**config.mk**
```make
export PLATFORM = sky130hd
export DESIGN_NAME = prim_ram_1p_adapter_flat
export DESIGN_NICKNAME = d
export VERILOG_FILES = /design/src/rtl/prim_ram_1p_adapter_if.sv /design/src/rtl/prim_ram_1p_adapter.sv /design/src/flat_wrapper.sv
export SDC_FILE = /design/constraint.sdc
export NUM_CORES = 1
export LEC_CHECK = 0
export ABC_CLOCK_PERIOD_IN_PS = 2970
export CAP_MARGIN = 20
export CORE_MARGIN = 8
export CORE_UTILIZATION = 36
export DETAILED_ROUTE_END_ITERATION = 10
export HOLD_SLACK_MARGIN = 0.12
export PLACE_DENSITY_LB_ADDON = 0.2
export REMOVE_ABC_BUFFERS = 1
export SYNTH_ARGS = -nofsm -noshare
export SYNTH_HDL_FRONTEND = slang
export SYNTH_SLANG_ARGS = --single-unit
```
**constraint.sdc**
```tcl
create_clock -name clk_i -period 2.97 [get_ports clk_i]
set_input_delay 0.4455 -clock clk_i [delete_from_list [all_inputs] [get_ports clk_i]]
set_output_delay 0.4455 -clock clk_i [all_outputs]
set_load 0.01 [all_outputs]
```
**src/rtl/prim_ram_1p_adapter_if.sv**
```systemverilog
// Request/response stream bundle between an upstream client and prim_ram_1p_adapter.
// The master modport is the client side and the slave modport is the adapter side.
// Signal suffixes (_i/_o) are written from the adapter's point of view.
interface prim_ram_1p_adapter_if #(
    parameter int Width = 32,
    parameter int Aw    = 7
);
    logic             req_valid_i;
    logic             req_ready_o;
    logic             req_write_i;
    logic [Aw-1:0]    req_addr_i;
    logic [Width-1:0] req_wdata_i;
    logic [Width-1:0] req_wmask_i;

    logic             rsp_valid_o;
    logic             rsp_ready_i;
    logic [Width-1:0] rsp_rdata_o;
    logic             rsp_write_o;

    modport master (
        output req_valid_i, req_write_i, req_addr_i, req_wdata_i, req_wmask_i, rsp_ready_i,
        input  req_ready_o, rsp_valid_o, rsp_rdata_o, rsp_write_o
    );

    modport slave (
        input  req_valid_i, req_write_i, req_addr_i, req_wdata_i, req_wmask_i, rsp_ready_i,
        output req_ready_o, rsp_valid_o, rsp_rdata_o, rsp_write_o
    );
endinterface

```
**src/rtl/prim_ram_1p_adapter.sv**
```systemverilog
// Front end for a generic single-port RAM with a fixed 1-cycle read latency.
// Requests are accepted only when the response FIFO has room for the result, so
// read data is never dropped under response backpressure.
// Optional feature: define PRIM_RAM_1P_ADAPTER_WACK_EN to make every write consume a
// credit and return an in-order acknowledge (rsp_write_o=1, rsp_rdata_o=0).
module prim_ram_1p_adapter #(
    parameter int Width    = 32,
    parameter int Depth    = 128,
    parameter int RspDepth = 2,
    localparam int Aw      = $clog2(Depth)
) (
    input  logic                   clk_i,
    input  logic                   rst_i,
    prim_ram_1p_adapter_if.slave   bus,
    output logic                   ram_req_o,
    output logic                   ram_write_o,
    output logic [Aw-1:0]          ram_addr_o,
    output logic [Width-1:0]       ram_wdata_o,
    output logic [Width-1:0]       ram_wmask_o,
    input  logic [Width-1:0]       ram_rdata_i
);

`ifdef PRIM_RAM_1P_ADAPTER_WACK_EN
    localparam bit WackEn = 1'b1;
`else
    localparam bit WackEn = 1'b0;
`endif

    localparam int PtrW  = (RspDepth > 1) ? $clog2(RspDepth) : 1;
    localparam int CntW  = $clog2(RspDepth + 1);
    localparam int CntW1 = CntW + 1;
    localparam logic [CntW-1:0] CountFull = CntW'(RspDepth);
    localparam logic [CntW:0]   DepthExt  = CntW1'(RspDepth);
    localparam logic [PtrW-1:0] PtrLast   = PtrW'(RspDepth - 1);

    // State
    logic                r_inflight;
    logic [CntW-1:0]     r_count;
    logic [PtrW-1:0]     r_rd_ptr;
    logic [PtrW-1:0]     r_wr_ptr;
    logic [Width-1:0]    r_fifo_data [RspDepth];
`ifdef PRIM_RAM_1P_ADAPTER_WACK_EN
    logic                r_inflight_write;
    logic                r_fifo_write [RspDepth];
`endif

    // Combinational
    logic                w_pop;
    logic                w_push;
    logic [Width-1:0]    w_push_data;
    logic [CntW:0]       w_used;
    logic [CntW:0]       w_avail;
    logic                w_has_credit;
    logic                w_req_ready;
    logic                w_accept;
    logic                w_inflight_next;
    logic                w_rsp_valid;
    logic [CntW-1:0]     w_count_next;
    logic [PtrW-1:0]     w_rd_ptr_next;
    logic [PtrW-1:0]     w_wr_ptr_next;

    assign w_rsp_valid = (r_count != '0);
    assign w_pop       = w_rsp_valid & bus.rsp_ready_i;

    // The RAM result arrives exactly one cycle after the accept, so the in-flight
    // flag doubles as the FIFO push strobe.
    assign w_push = r_inflight;

`ifdef PRIM_RAM_1P_ADAPTER_WACK_EN
    assign w_push_data = r_inflight_write ? '0 : ram_rdata_i;
`else
    assign w_push_data = ram_rdata_i;
`endif

    // Credit is RspDepth - count - inflight + pop; only its sign matters, so compare
    // the two sides instead of forming a signed difference.
    assign w_used       = {1'b0, r_count} + {{CntW{1'b0}}, r_inflight};
    assign w_avail      = DepthExt + {{CntW{1'b0}}, w_pop};
    assign w_has_credit = (w_avail > w_used);

    // Ready never looks at req_valid_i; it may look at req_write_i and rsp_ready_i.
    assign w_req_ready     = !rst_i & (w_has_credit | (bus.req_write_i & !WackEn));
    assign w_accept        = bus.req_valid_i & w_req_ready;
    assign w_inflight_next = w_accept & (!bus.req_write_i | WackEn);

    assign bus.req_ready_o = w_req_ready;
    assign ram_req_o       = w_accept;
    assign ram_write_o     = bus.req_write_i;
    assign ram_addr_o      = bus.req_addr_i;
    assign ram_wdata_o     = bus.req_wdata_i;
    assign ram_wmask_o     = bus.req_wmask_i;

    // Head of the FIFO drives the response; forced to zero when empty so the
    // outputs are clean after reset.
    assign bus.rsp_valid_o = w_rsp_valid;
    assign bus.rsp_rdata_o = w_rsp_valid ? r_fifo_data[r_rd_ptr] : '0;
`ifdef PRIM_RAM_1P_ADAPTER_WACK_EN
    assign bus.rsp_write_o = w_rsp_valid & r_fifo_write[r_rd_ptr];
`else
    assign bus.rsp_write_o = 1'b0;
`endif

    // Next-state for occupancy and the wrapping circular pointers.
    always_comb begin
        w_count_next  = r_count;
        w_rd_ptr_next = r_rd_ptr;
        w_wr_ptr_next = r_wr_ptr;
        if (w_push && !w_pop) begin
            w_count_next = r_count + 1'b1;
        end else if (!w_push && w_pop) begin
            w_count_next = r_count - 1'b1;
        end
        if (w_push) begin
            w_wr_ptr_next = (r_wr_ptr == PtrLast) ? '0 : r_wr_ptr + 1'b1;
        end
        if (w_pop) begin
            w_rd_ptr_next = (r_rd_ptr == PtrLast) ? '0 : r_rd_ptr + 1'b1;
        end
    end

    // Control registers; reset drops any in-flight read and empties the FIFO.
    always_ff @(posedge clk_i) begin
        if (rst_i) begin
            r_inflight <= 1'b0;
            r_count    <= '0;
            r_rd_ptr   <= '0;
            r_wr_ptr   <= '0;
        end else begin
            r_inflight <= w_inflight_next;
            r_count    <= w_count_next;
            r_rd_ptr   <= w_rd_ptr_next;
            r_wr_ptr   <= w_wr_ptr_next;
        end
    end

    // FIFO data storage, written at the write pointer on push; no reset needed.
    always_ff @(posedge clk_i) begin
        if (w_push) begin
            r_fifo_data[r_wr_ptr] <= w_push_data;
        end
    end

`ifdef PRIM_RAM_1P_ADAPTER_WACK_EN
    // Remember whether the in-flight slot is a write acknowledge.
    always_ff @(posedge clk_i) begin
        if (rst_i) begin
            r_inflight_write <= 1'b0;
        end else begin
            r_inflight_write <= w_accept & bus.req_write_i;
        end
    end

    // Response-kind storage alongside the data entries.
    always_ff @(posedge clk_i) begin
        if (w_push) begin
            r_fifo_write[r_wr_ptr] <= r_inflight_write;
        end
    end
`endif

    // Sanity checks: legal FIFO depth, and credit accounting must make overflow impossible.
    always_ff @(posedge clk_i) begin
        if (!rst_i) begin
            assert (RspDepth >= 2)
                else $error("prim_ram_1p_adapter: RspDepth must be at least 2");
            assert (!(w_push && !w_pop && (r_count == CountFull)))
                else $error("prim_ram_1p_adapter: push into full response FIFO");
        end
    end

endmodule

```
**src/flat_wrapper.sv**
```systemverilog
// flat-port wrapper written by rule: the top's interface ports become plain ports
module prim_ram_1p_adapter_flat 
#(
    parameter int Width    = 32,
    parameter int Depth    = 128,
    parameter int RspDepth = 2,
    localparam int Aw      = $clog2(Depth)
)
  (clk_i, rst_i, ram_req_o, ram_write_o, ram_addr_o, ram_wdata_o, ram_wmask_o, ram_rdata_i, bus_req_valid_i, bus_req_write_i, bus_req_addr_i, bus_req_wdata_i, bus_req_wmask_i, bus_rsp_ready_i, bus_req_ready_o, bus_rsp_valid_o, bus_rsp_rdata_o, bus_rsp_write_o);
  prim_ram_1p_adapter_if #(.Width(Width), .Aw(7)) bus_i ();
  input  logic clk_i;
  input  logic rst_i;
  output logic ram_req_o;
  output logic ram_write_o;
  output logic [Aw-1:0] ram_addr_o;
  output logic [Width-1:0] ram_wdata_o;
  output logic [Width-1:0] ram_wmask_o;
  input  logic [Width-1:0] ram_rdata_i;
  input wire logic [$bits(bus_i.req_valid_i)-1:0] bus_req_valid_i;
  input wire logic [$bits(bus_i.req_write_i)-1:0] bus_req_write_i;
  input wire logic [$bits(bus_i.req_addr_i)-1:0] bus_req_addr_i;
  input wire logic [$bits(bus_i.req_wdata_i)-1:0] bus_req_wdata_i;
  input wire logic [$bits(bus_i.req_wmask_i)-1:0] bus_req_wmask_i;
  input wire logic [$bits(bus_i.rsp_ready_i)-1:0] bus_rsp_ready_i;
  output wire logic [$bits(bus_i.req_ready_o)-1:0] bus_req_ready_o;
  output wire logic [$bits(bus_i.rsp_valid_o)-1:0] bus_rsp_valid_o;
  output wire logic [$bits(bus_i.rsp_rdata_o)-1:0] bus_rsp_rdata_o;
  output wire logic [$bits(bus_i.rsp_write_o)-1:0] bus_rsp_write_o;
  assign bus_i.req_valid_i = bus_req_valid_i;
  assign bus_i.req_write_i = bus_req_write_i;
  assign bus_i.req_addr_i = bus_req_addr_i;
  assign bus_i.req_wdata_i = bus_req_wdata_i;
  assign bus_i.req_wmask_i = bus_req_wmask_i;
  assign bus_i.rsp_ready_i = bus_rsp_ready_i;
  assign bus_req_ready_o = bus_i.req_ready_o;
  assign bus_rsp_valid_o = bus_i.rsp_valid_o;
  assign bus_rsp_rdata_o = bus_i.rsp_rdata_o;
  assign bus_rsp_write_o = bus_i.rsp_write_o;
  prim_ram_1p_adapter #(.Width(Width), .Depth(Depth), .RspDepth(RspDepth)) u_core (.clk_i(clk_i), .rst_i(rst_i), .bus(bus_i), .ram_req_o(ram_req_o), .ram_write_o(ram_write_o), .ram_addr_o(ram_addr_o), .ram_wdata_o(ram_wdata_o), .ram_wmask_o(ram_wmask_o), .ram_rdata_i(ram_rdata_i));
endmodule
```
==> results.py <==
metrics = {
    "yosys": {
        "synth_top_family_by_area": "buffers and inverters",
        "yosysTopAreaCellShare_pct": 58.38,
        "synth_xor_area_share_pct": 1.064,
        "synth_common_cells": "buf_4 (76), edfxtp_1 (64), nor2_1 (37), mux2i_1 (32)",
        "ys_async_sr_fraction_pct": 0,
        "synthFlopType": "edfxtp_1",
        "synth_edf_count": 64,
        "ys_seq_elements": 70,
        "yosys.area_share.simple_pct": 5.435,
        "synth.largest_area_cell": "edfxtp_1",
        "synth_compound_area_share_pct": 0.9502,
        "synth.area.mux_share_pct": 9.730,
        "synth-seq-area-share_pct": 62.03,
        "synth_cell_type_count": 20,
        "yosys.area_share.adder_pct": 2.281,
        "synth.most_common_cell": "buf_4",
        "postSynthAreaPerCell_um2": 13.33,
        "yosys-top-cells-area": "edfxtp_1 (58%), buf_4 (17%), mux2i_1 (9.7%)",
        "synth_area_um2": 3292,
        "postSynthCellCount": 247,
        "ys.warnings.count": 0,
    },
    "sta": {
        "slew_violations": 0,
        "fmaxAchievable_mhz": 357.2,
        "hold_slack_ns": 0.5073,
        "fin_crit_sh_pct": 94.26,
        "tightest_slew_ns": 0.8156,
        "setup_tns_ns": 0,
        "fin_crit_ns": 2.799,
        "rsz0062_at_grt": "false",
        "setup_viol": 0,
        "hold_viol": 0,
        "worst_slew_margin_rel_pct": 45.63,
        "skew_ns": 0.007408,
    },
    "drt": {
        "antenna_left": 0,
        "drc_errors": 0,
        "vias": 1781,
        "drt-initial-drc-count": 41,
        "drt_pass1_iterations": 4,
        "wirelength_mm": 11.46,
        "wl_per_cell_um": 31.05,
        "viasPerCell": 4.827,
    },
    "cells_and_area": {
        "n_fill_cell": 850,
        "seqCellArea_um2": 2043,
        "fin_cells": 369,
        "area.growth.synth_to_final_pct": 17.03,
        "drive_above_1_share_pct": 8.915,
        "nNetsFinal": 367,
        "multiInputGateArea_um2": 655.6,
        "antennaDiodeCount": 0,
    },
    "pwr": {
        "power_density_nw_per_um2": 845.8,
        "ir_drop_mv": 0.2310,
        "power.leakage_nw": 1.289,
    },
    "place": {
        "port_buffers": 72,
        "dpl.hpwl_mm": 9.205,
        "place.gp.congestion": 0.7296,
        "placedCellCount": 353,
    },
    "worst_hold_path": {
        "worstHoldPathType": "register to register",
        "worstHoldStart": "u_core.r_rd_ptr$_SDFFE_PP0N_",
        "hold_depth": 2,
    },
    "die": {
        "fp.dieArea_um2": 12460,
        "die_w_um": 111.6,
        "num_rows": 35,
        "die_h_um": 111.6,
        "core_um2": 9065,
        "num_io_pins": 216,
        "start_util_pct": 36.31,
    },
    "grt": {
        "grt_max_degree": 33,
        "grt_pass1_vias": 1886,
        "grt.overflow.total": 0,
        "antenna_found_initial": 0,
        "grt_pass1_wl_mm": 15.48,
        "track_usage_pct": 18.49,
    },
    "worst_setup_path": {
        "crit_type": "register to output port",
        "path_max_fanout": 5,
        "cp_slowest_stage_delay_ns": 0.57,
        "start_kind": "register",
        "cp-end-kind": "output port",
        "path_cells": "o21ai_0 > ha_1 > nand2_1 > o22ai_1 > a21oi_1 > clkdlybuf4s50_1",
        "rrSetupSlack_ns": 1.25,
        "reg2reg_from": "u_core.r_count[0]$_SDFFE_PP0P_",
        "cp_slowest_cell": "clkdlybuf4s50_1",
        "arrival_ns": 2.35,
        "cp.required_ns": 2.52,
        "crit_family": "compound AO/OA/AOI/OAI gates",
        "cp.depth": 6,
        "rr_worst_depth": 4,
        "r2r-end": "u_core.r_count[1]$_SDFFE_PP0P_",
        "crit_buf_inv": 1,
    },
    "run": {
        "drv_cap": 0,
    },
    "clock_tree": {
        "post_cts_resized": 0,
        "cts_tree": "yes",
        "clock-sinks": 70,
        "clock_latency_ns": 0.34,
        "cts_buffers": 9,
        "cts_root_buffer": "clkbuf_8",
        "post-cts-setup-buffer-count": 0,
        "cts_buffer_depth": 2,
        "clkTransAtPathRegs_ns": 0.08,
        "cts_hold_buf": 0,
        "cts.htree.levels": 3,
    },
    "outcome": {
        "status": "completed",
    },
}
sequential cells by signal, summed over array words and instances, names as in the netlist, named ones only:
name	count
u_core.r_fifo_data	64
u_core.r_inflight	1
u_core.r_count	2
u_core.r_wr_ptr	1
u_core.r_rd_ptr	1
cell type report:
| class | count | share of cell area (%) |
|---|---|---|
| Tap cell | 111 | 3.605 |
| Sequential cell | 70 | 53.04 |
| Clock buffer | 9 | 3.215 |
| Clock inverter | 7 | 3.118 |
| Timing Repair Buffer | 75 | 19.62 |
| Inverter | 4 | 0.3897 |
| Multi-Input combinational cell | 93 | 17.02 |
logic make-up (layout without fill, tap and decap cells):
family | after synthesis | after routing
buffers and inverters | 84 | 95
flip-flops | 70 | 70
AND/OR/NAND/NOR | 44 | 44
multiplexers | 32 | 32
adder cells (fa/ha/maj) | 6 | 6
AO/OA/AOI/OAI | 6 | 6
XOR/XNOR | 4 | 4
other | 1 | 1
power breakdown:
part / internal (mW) / leakage, nW / switching [mW]
registers: 1.16 / 0.630 / 0.0629
logic: 0.583 / 0.539 / 0.531
clock network: 0.562 / 0.120 / 0.361
worst min-delay path: stages (launching register included):
cell and delay [ns]:
dfxtp_1 0.32, xor2_1 0.08, nor2_1 0.07
stage by stage:
stage / setup slack (ns) / power (mW) / util, % / area, µm²
floorplan: 0.6891 / 1.770 / - / 2701
global placement: 0.2485 / 2.374 / 39.81 / 3608
detailed placement: 0.1716 / 2.385 / 39.81 / 3608
CTS: 0.1238 / 3.316 / 42.50 / 3852
global route: 0.02690 / 3.443 / 42.50 / 3852
finish: 0.1705 / 3.259 / 42.50 / 3852
metal layers:
metal	vias up	global-route usage, %	wire length (µm)
met5	-	1.660	0
met4	0	6.563	154
met3	12	25.81	3348
met2	166	20.32	3931
met1	823	18.19	4023
li1	780	-	-
worst max path at each step:
| stage | endpoint | startpoint | slack, ns |
|---|---|---|---|
| after floorplan | u_core.r_fifo_data[0][0]$_DFFE_PP_ | u_core.r_inflight$_SDFF_PP0_ | 0.69 |
| after global placement | bus_req_ready_o | bus_rsp_ready_i | 0.25 |
| after detailed placement | ram_req_o | bus_rsp_ready_i | 0.17 |
| after CTS | ram_req_o | u_core.r_count[0]$_SDFFE_PP0P_ | 0.12 |
| after global routing | ram_req_o | u_core.r_count[0]$_SDFFE_PP0P_ | 0.03 |
| final | bus_req_ready_o | u_core.r_count[0]$_SDFFE_PP0P_ | 0.17 |
cell usage in the layout, fill, tap and decap left out, drive strengths merged, types with 2 or more instances in the layout:
cell	synthesis	routed
mux2i	32	32
dfxtp	6	6
a21oi	3	3
clkdlybuf4s50	0	72
clkbuf	0	9
o21ai	2	2
inv	4	6
xor2	3	3
ha	6	6
buf	80	3
edfxtp	64	64
nor2b	2	2
bufinv	0	3
nor2	37	37
Note: power is estimated with default switching activity, not from simulation.
